`config.mk`:
```
export PLATFORM = sky130hd
export DESIGN_NAME = serial_adder_ctrl_flat
export DESIGN_NICKNAME = d
export VERILOG_FILES = /design/src/rtl/serial_adder_ctrl_if.sv /design/src/rtl/serial_adder_ctrl.sv /design/src/flat_wrapper.sv
export SDC_FILE = /design/constraint.sdc
export NUM_CORES = 1
export LEC_CHECK = 0
export CORE_UTILIZATION = 45
export CTS_CLUSTER_SIZE = 14
export DETAILED_ROUTE_END_ITERATION = 8
export DONT_BUFFER_PORTS = 1
export GPL_ROUTABILITY_DRIVEN = 0
export GPL_TIMING_DRIVEN = 0
export PLACE_DENSITY_LB_ADDON = 0.25
export SLEW_MARGIN = 5
export SYNTH_ARGS = -nofsm -noshare
export SYNTH_HDL_FRONTEND = slang
export SYNTH_HIERARCHICAL = 1
export SYNTH_SLANG_ARGS = --single-unit
export TNS_END_PERCENT = 50
```
`constraint.sdc`:
```
create_clock -name clk -period 3.15 [get_ports clk]
set_clock_uncertainty 0.05 [all_clocks]
set_input_delay 0.1575 -clock clk [delete_from_list [all_inputs] [get_ports clk]]
set_output_delay 0.1575 -clock clk [all_outputs]
set_load 0.05 [all_outputs]
```
`src/rtl/serial_adder_ctrl_if.sv`:
```
// Start/busy/done handshake plus operand and result bus of the bit-serial adder.
// The master issues operations; the slave is the adder controller.
interface serial_adder_ctrl_if #(
  parameter int WIDTH = 8
);
  logic             start;
  logic [WIDTH-1:0] op_a;
  logic [WIDTH-1:0] op_b;
  logic             carry_in;
  logic             busy;
  logic             done;
  logic [WIDTH-1:0] sum;
  logic             carry_out;

  modport master (
    output start, op_a, op_b, carry_in,
    input  busy, done, sum, carry_out
  );

  modport slave (
    input  start, op_a, op_b, carry_in,
    output busy, done, sum, carry_out
  );
endinterface

```
`src/rtl/serial_adder_ctrl.sv`:
```
// Bit-serial adder: one full adder iterated over WIDTH cycles, LSB first,
// with a start/busy/done handshake and results held until the next completion.
module full_adder (
  input  logic a,
  input  logic b,
  input  logic carry_in,
  output logic sum,
  output logic carry_out
);
  assign sum       = a ^ b ^ carry_in;
  assign carry_out = (a & b) | (carry_in & (a ^ b));
endmodule

module serial_adder_ctrl #(
  parameter int WIDTH = 8
) (
  input  logic                clk,
  input  logic                rst,
  serial_adder_ctrl_if.slave  bus
);
  localparam int            CW   = (WIDTH > 1) ? $clog2(WIDTH) : 1;
  localparam logic [CW-1:0] LAST = CW'(WIDTH - 1);

  typedef enum logic [1:0] {IDLE, RUN, DONE} state_t;

  state_t           state;
  state_t           state_next;
  logic [WIDTH-1:0] sh_a;
  logic [WIDTH-1:0] sh_b;
  logic [WIDTH-1:0] sum_sh;
  logic [WIDTH-1:0] sum_sh_next;
  logic [WIDTH-1:0] sum_q;
  logic             carry_q;
  logic             cout_q;
  logic [CW-1:0]    cnt;
  logic             fa_sum;
  logic             fa_cout;

  full_adder u_fa (
    .a         (sh_a[0]),
    .b         (sh_b[0]),
    .carry_in  (carry_q),
    .sum       (fa_sum),
    .carry_out (fa_cout)
  );

  // Sum bits enter at the MSB so after WIDTH shifts the LSB sits at bit 0.
  assign sum_sh_next = (sum_sh >> 1) | (WIDTH'(fa_sum) << (WIDTH - 1));

  always_ff @(posedge clk) begin
    if (rst) state <= IDLE;
    else     state <= state_next;
  end

  always_comb begin
    state_next = state;
    case (state)
      IDLE:    if (bus.start) state_next = RUN;
      RUN:     if (cnt == LAST) state_next = DONE;
      DONE:    state_next = IDLE;
      default: state_next = IDLE;
    endcase
  end

  always_ff @(posedge clk) begin
    if (rst) begin
      sh_a    <= '0;
      sh_b    <= '0;
      sum_sh  <= '0;
      sum_q   <= '0;
      carry_q <= 1'b0;
      cout_q  <= 1'b0;
      cnt     <= '0;
    end else begin
      case (state)
        IDLE: begin
          if (bus.start) begin
            sh_a    <= bus.op_a;
            sh_b    <= bus.op_b;
            sum_sh  <= '0;
            carry_q <= bus.carry_in;
            cnt     <= '0;
          end
        end
        RUN: begin
          sh_a    <= sh_a >> 1;
          sh_b    <= sh_b >> 1;
          sum_sh  <= sum_sh_next;
          carry_q <= fa_cout;
          cnt     <= cnt + CW'(1);
          if (cnt == LAST) begin
            sum_q  <= sum_sh_next;
            cout_q <= fa_cout;
          end
        end
        default: ;
      endcase
    end
  end

  assign bus.busy      = (state != IDLE);
  assign bus.done      = (state == DONE);
  assign bus.sum       = sum_q;
  assign bus.carry_out = cout_q;
endmodule
```
`src/flat_wrapper.sv`:
```
// flat-port wrapper written by rule: the top's interface ports become plain ports
module serial_adder_ctrl_flat 
#(
  parameter int WIDTH = 8
)
  (clk, rst, bus_start, bus_op_a, bus_op_b, bus_carry_in, bus_busy, bus_done, bus_sum, bus_carry_out);
  serial_adder_ctrl_if #(.WIDTH(WIDTH)) bus_i ();
  input  logic clk;
  input  logic rst;
  input wire logic [$bits(bus_i.start)-1:0] bus_start;
  input wire logic [$bits(bus_i.op_a)-1:0] bus_op_a;
  input wire logic [$bits(bus_i.op_b)-1:0] bus_op_b;
  input wire logic [$bits(bus_i.carry_in)-1:0] bus_carry_in;
  output wire logic [$bits(bus_i.busy)-1:0] bus_busy;
  output wire logic [$bits(bus_i.done)-1:0] bus_done;
  output wire logic [$bits(bus_i.sum)-1:0] bus_sum;
  output wire logic [$bits(bus_i.carry_out)-1:0] bus_carry_out;
  assign bus_i.start = bus_start;
  assign bus_i.op_a = bus_op_a;
  assign bus_i.op_b = bus_op_b;
  assign bus_i.carry_in = bus_carry_in;
  assign bus_busy = bus_i.busy;
  assign bus_done = bus_i.done;
  assign bus_sum = bus_i.sum;
  assign bus_carry_out = bus_i.carry_out;
  serial_adder_ctrl #(.WIDTH(WIDTH)) u_core (.clk(clk), .rst(rst), .bus(bus_i));
endmodule
```
# Yosys cells after proc, flatten, opt, wreduce, memory -nomap -nowiden
# Cells that the tools add are included.
word_totals:
  regBits: 39
  in_bits: 20
  output_inout_bits: 11
  wordCells: 39
classes:
  addsub: 1
  n_eq_ne: 5
  n_mux: 13
  bitwise: 6
  reduce_logical: 6
op_table:
  columns: ["cell", "count"]
  rows:
  - ["case mux 8 bit (2 select lines)", 3]
  - ["two-way mux 8 bit", 3]
  - ["bitwise OR 7 x 8 -> 8 bit", 1]
  - ["case mux 3 bit (2 select lines)", 1]
  - ["AND reduction 2 bit", 3]
  - ["two-way mux 2 bit", 2]
  - ["case mux 2 bit (2 select lines)", 1]
  - ["nonzero test 2 bit", 2]
  - ["adder 3 x 1 -> 3 bit (second input constant)", 1]
  - ["equality test 3 bit (second input constant)", 1]
  - ["two-way mux 3 bit", 1]
  - ["bitwise AND 1 bit", 2]
  - ["equality test 2 x 1 -> 1 bit (second input constant)", 1]
  - ["equality test 2 bit (second input constant)", 1]
  - ["logical NOT 2 bit", 1]
  - ["!= test 2 x 1 -> 1 bit (second input constant)", 1]
  - ["!= test 2 bit (second input constant)", 1]
  - ["case mux 1 bit (2 select lines)", 1]
  - ["XOR 1 bit", 2]
  - ["two-way mux 1 bit", 1]
  - ["bitwise OR 1 bit", 1]

# Longest topological paths before layout
# Gate-level depths: netlist of run 1.
logic_depth:
  depth_word: 4
  ltp_mapped: 6
  ltp_nobuf: 5

# By module
# Netlist of run 1, hierarchy kept.
by_module_without_submodules:
  columns: ["mod", "instances", "cells_per_inst", "area_per_inst_um2"]
  rows:
  - ["serial_adder_ctrl", 1, 167, 1525.2]
  - ["full_adder", 1, 1, 20.0]

# Worst setup path before layout of run 1
# Ideal clock, no wire load.
synth_timing:
  path_type: "register to output"
  start: "register u_core.state[1]"
  end: "output port bus_done"
  arrival_ns: 1.252
  slack_ns: 1.690
  stages_incl_launch_ff: 3
  path_buffers: 1
  cell_sequence: "dfxtp_1 -> buf_2 -> nor2b_1"
synth_via:
  elab_chain_len: 1
synth_lines:
  columns: ["element", "line", "source"]
  rows:
  - ["start: declaration", "serial_adder_ctrl.sv:26", "state_t state;"]
  - ["start signal: assignment", "serial_adder_ctrl.sv:52", "else state <= state_next;"]
  - ["equality test 2 bit", "serial_adder_ctrl.sv:102", "assign bus.done = (state == DONE);"]
  - ["end: declaration", "flat_wrapper.sv:15", "output wire logic [$bits(bus_i.done)-1:0] bus_done;"]
# Every way passes these cells.

# Worst setup path in the final report of run 1
# Same ends and word-level chain as after synthesis.

==> flow_summary.ini, run 1 <==
[yosys]
synthesis.area_um2 = 1550
yosysUniqueCellTypes = 28
yosys_warnings = 6
yosysSeqAreaShare_pct = 49.2
syn_inst = 168
synth_fp_nets = 191
ys_seq_elements = 38
avgSynthCellArea_um2 = 9.20

[placed_design]
port_buffers = 0
hpwl_mm = 2.32

[grt]
first_global_vias = 1205
grt_pass1_wl_mm = 5.60
antenna_found_initial = 0
grt_max_degree = 12
grt_overflow = 0
grt.total_usage_pct = 21.5

[sta]
setup_viol = 0
rsz0062_at_grt = false
hold_viol = 0
fmax_mhz = 517
period_share_pct = 61.4
slew_violations = 0
tightest_slew_ns = 0.926
tns_ns = 0
hold_slack_ns = 0.00495
post-route-min-period_ns = 1.94
slew_headroom_pct = 38.2

[final_layout]
diodes = 0
fill_cells = 296
layout-drive-gt1-share_pct = 8.90
finalNetCount = 213
area_growth_pct = 17.2

[floorplan]
dieArea_um2 = 3670
die_h_um = 60.6
die_w_um = 60.6
pin_count = 31
start_util_pct = 49.0
coreArea_um2 = 3150
fp-row-count = 20

[clocking]
cts.clk_slew.worst_paths_ns = 0.11
cts_repair_resize_count = 0
htreeDepth = 2
root_buffer = clkbuf_4
insertion_delay_ns = 0.35
post_cts_buffers = 0
cts_tree = built
cts_buffer_depth = 2
cts.sinks = 38
cts_inserted_buffers = 5

[critical_path]
required_ns = 2.94
r2r-end = u_core/sh_a[7]
start_kind = register
worstSetupEndpointType = output pin
worstPathArrival_ns = 1.73
cp_cell_sequence = buf_2 -> nor2b_1
crit_path_max_incr_delay_ns = 0.76
critPathKind = register to output pin
crit_slowest_cell = nor2b_1
worstRegToRegCells = 5
endpoint = bus_done
r2r_start = u_core/state[0]
ff2ff_setup_slack_ns = 1.22
crit_start = u_core/state[1]
crit_fanout = 10

[routing]
wirelength_mm = 3.47
wl_per_cell_um = 14.8
via_per_inst = 5.55
postRouteAntennaNets = 0
drc = 0
first_iter_violations = 93
drt-pass1-iter-count = 4
vias = 1304

[power]
p_leak_nw = 0.658
power.density_nw_per_um2 = 500
vdd_drop_max_mv = 0.282

[run]
max_cap_viol_count = 0

[hold_path]
hold_path.class = input pin to register

[run_status]
outcome = finished clean
[worst min path at each step]
| stage | from | end | slack [ns] | cells after the start |
|---|---|---|---|---|
| after floorplan | bus_start | u_core/sh_a[7] | 0.27 | 2 |
| after global placement | bus_start | u_core/sh_a[7] | 0.28 | 2 |
| after detailed placement | bus_start | u_core/sh_a[7] | 0.31 | 2 |
| after CTS | bus_op_a[4] | u_core/sh_a[4] | 0.0002 | 2 |
| after global routing | bus_op_a[0] | u_core/sh_a[0] | 0.01 | 2 |
| final | bus_op_b[6] | u_core/sh_b[6] | 0.005 | 2 |
[synth_stat cells]
library cell / count / area (um^2)
nand2b_1: 13 / 81.3
a221oi_2: 1 / 15.0
buf_2: 4 / 20.0
mux2i_1: 4 / 40.0
nor3_1: 3 / 15.0
inv_1: 2 / 7.51
buf_6: 1 / 11.3
dfxtp_1: 38 / 761
ha_1: 2 / 25.0
nor3b_1: 1 / 7.51
o21ba_2: 1 / 10.0
buf_1: 3 / 11.3
nand3b_1: 1 / 7.51
a21oi_1: 19 / 95.1
a221oi_1: 2 / 17.5
o32ai_1: 9 / 78.8
nor2_1: 20 / 75.1
a22oi_1: 9 / 67.6
a32oi_1: 2 / 17.5
and3b_1: 1 / 8.76
nand2_1: 19 / 71.3
nor2b_1: 2 / 12.5
clkbuf_2: 1 / 5.00
o21bai_2: 1 / 11.3
clkbuf_1: 3 / 11.3
fa_1: 1 / 20.0
a211oi_1: 4 / 30.0
or3_4: 1 / 11.3
[metrics by stage]
stage	cells	instance area, um^2	worst slack [ns]	utilization (%)	power, mW
finish	235	1810	1.21	57.4	0.904
global route	235	1810	1.08	57.4	0.951
CTS	234	1800	1.21	57.1	0.904
detailed placement	212	1600	1.60	50.8	0.633
global placement	212	1600	1.61	50.8	0.627
floorplan	168	1550	1.69	-	0.609
[layer usage]
layer | wire length [um] | global-route usage, % | part of all wire [%] | vias to the layer above
li1 | - | - | - | 644
met1 | 1540 | 26.3 | 44 | 617
met2 | 1650 | 34.7 | 48 | 38
met3 | 231 | 7.89 | 6.6 | 5
met4 | 48 | 7.79 | 1.4 | 0
met5 | 0 | 0 | 0 | -
[layout make-up]
class | instances | area [um^2] | area share (%)
tap | 44 | 55.1 | 3.04
multi-input combinational | 116 | 718 | 39.7
clock buffer | 7 | 55.1 | 3.04
sequential | 38 | 761 | 42.0
clock inverter | 1 | 5.00 | 0.276
timing repair buffer | 15 | 150 | 8.29
inverter | 2 | 7.51 | 0.415
buffer | 12 | 58.8 | 3.25
[cell usage in the layout (no fill, tap or decap), drive strengths merged]
cell type / synthesis / routed
a211oi: 4 / 4
a21oi: 19 / 19
a221oi: 3 / 3
a22oi: 9 / 9
a32oi: 2 / 2
and3b: 1 / 1
buf: 8 / 8
clkbuf: 4 / 11
clkinv: 0 / 1
dfxtp: 38 / 38
dlygate4sd3: 0 / 15
fa: 1 / 1
ha: 2 / 2
inv: 2 / 2
mux2i: 4 / 4
nand2: 19 / 19
nand2b: 13 / 13
nand3b: 1 / 1
nor2: 20 / 20
nor2b: 2 / 2
nor3: 3 / 3
nor3b: 1 / 1
o21ba: 1 / 1
o21bai: 1 / 1
o32ai: 9 / 9
or3: 1 / 1
[kinds of logic (layout without fill, tap and decap cells)]
| family | count (synthesis) | in the layout | share of synthesized area [%] |
|---|---|---|---|
| AND/OR/NAND/NOR | 61 | 61 | 18.8 |
| buffers and inverters | 14 | 37 | 4.29 |
| adder cells (fa/ha/maj) | 3 | 3 | 2.91 |
| AO/OA/AOI/OAI | 48 | 48 | 22.2 |
| flip-flops | 38 | 38 | 49.2 |
| multiplexers | 4 | 4 | 2.59 |
[where the power goes]
part | leakage (nW) | total (mW) | switching, mW | internal, mW
logic | 0.312 | 0.116 | 0.0614 | 0.0543
clock network | 0.0353 | 0.263 | 0.155 | 0.108
registers | 0.311 | 0.525 | 0.0181 | 0.507
total | 0.658 | 0.904 | 0.235 | 0.670
[registers in the layout, indices dropped and copies added, names as in the netlist]
name                  flops
u_core/bus.carry_out      1
u_core/sh_a               8
u_core/bus.sum            8
u_core/state              2
u_core/sum_sh             7
u_core/carry_q            1
u_core/sh_b               8
u_core/cnt                3
[timing repair]
item                                    in CTS  in global routing
hold buffers                                14                  1
endpoints found under the hold margin       13                  1
endpoints found under the setup margin       0                  0
[worst max-delay path: cells and delay by family, from the launching register on]
family	cells	cell delay, ns
AND/OR/NAND/NOR	1	0.76
flip-flops	1	0.40
buffers and inverters	1	0.22
Note: power is estimated with default switching activity, not from simulation.
==> inputs of run 2 (changes only) <==
==> constraint.sdc (replaced) <==
create_clock -name clk -period 2 [get_ports clk]
set_clock_uncertainty 0.05 [all_clocks]
set_input_delay 0.1 -clock clk [delete_from_list [all_inputs] [get_ports clk]]
set_output_delay 0.1 -clock clk [all_outputs]
set_load 0.05 [all_outputs]
==> run 2 against run 1 <==
Compared with the run above: combinational power is 65% higher; critical endpoint unchanged; non-clock buffer count up 4; sequential power increased by 58%; clock-buffer cell count is the same; sequential cell count unchanged; die area unchanged.
==> flow_summary.ini, run 2 (synthesis gave the netlist of run 1 again) <==
[sta]
setup_viol = 0
tightest_slew_ns = 0.926
hold_viol = 0
slew_violations = 0
finalWorstSetupSlack_ns = 0.119
tns_ns = 0
rsz0062_at_grt = false
period_share_pct = 94.0
fmax_mhz = 532
post-route-min-period_ns = 1.88
slew_headroom_pct = 38.1

[grt]
grt_max_degree = 12
grt_pass1_wl_mm = 5.66
grt_overflow = 0
grt.total_usage_pct = 21.7
antenna_found_initial = 0
first_global_vias = 1208

[clocking]
root_buffer = clkbuf_4
cts_inserted_buffers = 5
htreeDepth = 2
cts.clk_slew.worst_paths_ns = 0.11
cts_buffer_depth = 2
cts.sinks = 38
cts_tree = built
insertion_delay_ns = 0.34
post_cts_buffers = 0

[critical_path]
crit_path_max_incr_delay_ns = 0.76
required_ns = 1.85
worstPathArrival_ns = 1.73
worstSetupEndpointType = output pin
critPathKind = register to output pin
cp_num_buf_inv = 1
crit_fanout = 10
crit_slowest_cell = nor2b_1
start_kind = register
cp_cell_sequence = buf_2 -> nor2b_1
crit_family = simple AND/OR/NAND/NOR gates

[routing]
wl_per_cell_um = 14.6
drt-pass1-iter-count = 4
first_iter_violations = 65
postRouteAntennaNets = 0
vias = 1315
via_per_inst = 5.50
wirelength_mm = 3.50
drc = 0

[hold_path]
hold_path.class = input pin to register

[run_status]
outcome = finished clean

[floorplan]
die_w_um = 60.6
start_util_pct = 49.0
fp-row-count = 20
dieArea_um2 = 3670
coreArea_um2 = 3150
die_h_um = 60.6
pin_count = 31

[final_layout]
area_growth_pct = 20.0
finalNetCount = 217
layout-drive-gt1-share_pct = 9.23
diodes = 0
mostFrequentLayoutCell = dfxtp_1
final_cell_mix = dfxtp_1 (37), nor2_1 (20), nand2_1 (19), a21oi_1 (19), dlygate4sd3_1 (19)
finalNonFillerCells = 239

[placed_design]
port_buffers = 0
hpwl_mm = 2.32
dp_slack_ns = 0.481
place_inst = 212

[power]
p_leak_nw = 0.677
vdd_drop_max_mv = 0.451
power.density_nw_per_um2 = 772

[run]
max_cap_viol_count = 0
-- run 2: cell types whose count changed in the layout (fill, tap and decap cells not counted), sizes merged --
cell / before / now
dlygate4sd3: 15 / 19
buf: 8 / 7
clkbuf: 11 / 12
-- run 2: cell type report --
cell class	count	area, um^2
Buffer	12	61.3
Clock buffer	7	55.1
Timing Repair Buffer	19	190
Tap cell	44	55.1
Fill cell	290	1300
Multi-Input combinational cell	116	718
Inverter	2	7.51
Clock inverter	1	5.00
Sequential cell	38	762
-- run 2: worst paths after layout --
check | slack [ns] | start | cells after the start | endpoint
hold / removal | 0.01 | bus_start | 2 | u_core/sh_b[6]
setup reg to reg | 0.16 | u_core/state[0] | 5 | u_core/sh_a[7]
setup / recovery | 0.12 | u_core/state[1] | 2 | bus_done
hold reg to reg | 0.42 | u_core/sum_sh[1] | 2 | u_core/bus.sum[0]
-- run 2: stage by stage --
stage | utilization (%) | area (um^2) | hold slack, ns | power [mW]
floorplan | - | 1550 | 0.216 | 0.960
global placement | 50.8 | 1600 | 0.219 | 0.988
detailed placement | 50.8 | 1600 | 0.249 | 0.997
CTS | 58.7 | 1850 | 0.000326 | 1.43
global route | 58.8 | 1850 | 0.0147 | 1.51
finish | 58.8 | 1850 | 0.0128 | 1.43
-- run 2: where the power goes --
part           total, mW  internal [mW]  switching, mW
combinational      0.191         0.0925         0.0986
sequential         0.828          0.799         0.0288
clock              0.412          0.170          0.242
total               1.43           1.06          0.369
-- run 2: worst reg2reg max path, delay by kind of cell, from the launching register on --
| kind | cells | cell delay, ns |
|---|---|---|
| compound gates | 2 | 0.49 |
| buf+inv | 2 | 0.80 |
| flops | 1 | 0.36 |
| simple gates | 1 | 0.09 |
-- run 2: metal layers --
layer	GRT usage (%)	routed length, um	vias to the layer above
met2	34.9	1690	41
met4	7.79	48	0
met1	27.4	1540	618
met5	0	0	-
met3	7.25	216	5
li1	-	-	651
-- run 2: what timing repair did --
item,4_1_cts,5_1_grt
resized for setup,0,2
hold buffers,19,0
endpoints found under the hold margin,17,0
endpoints found under the setup margin,0,1
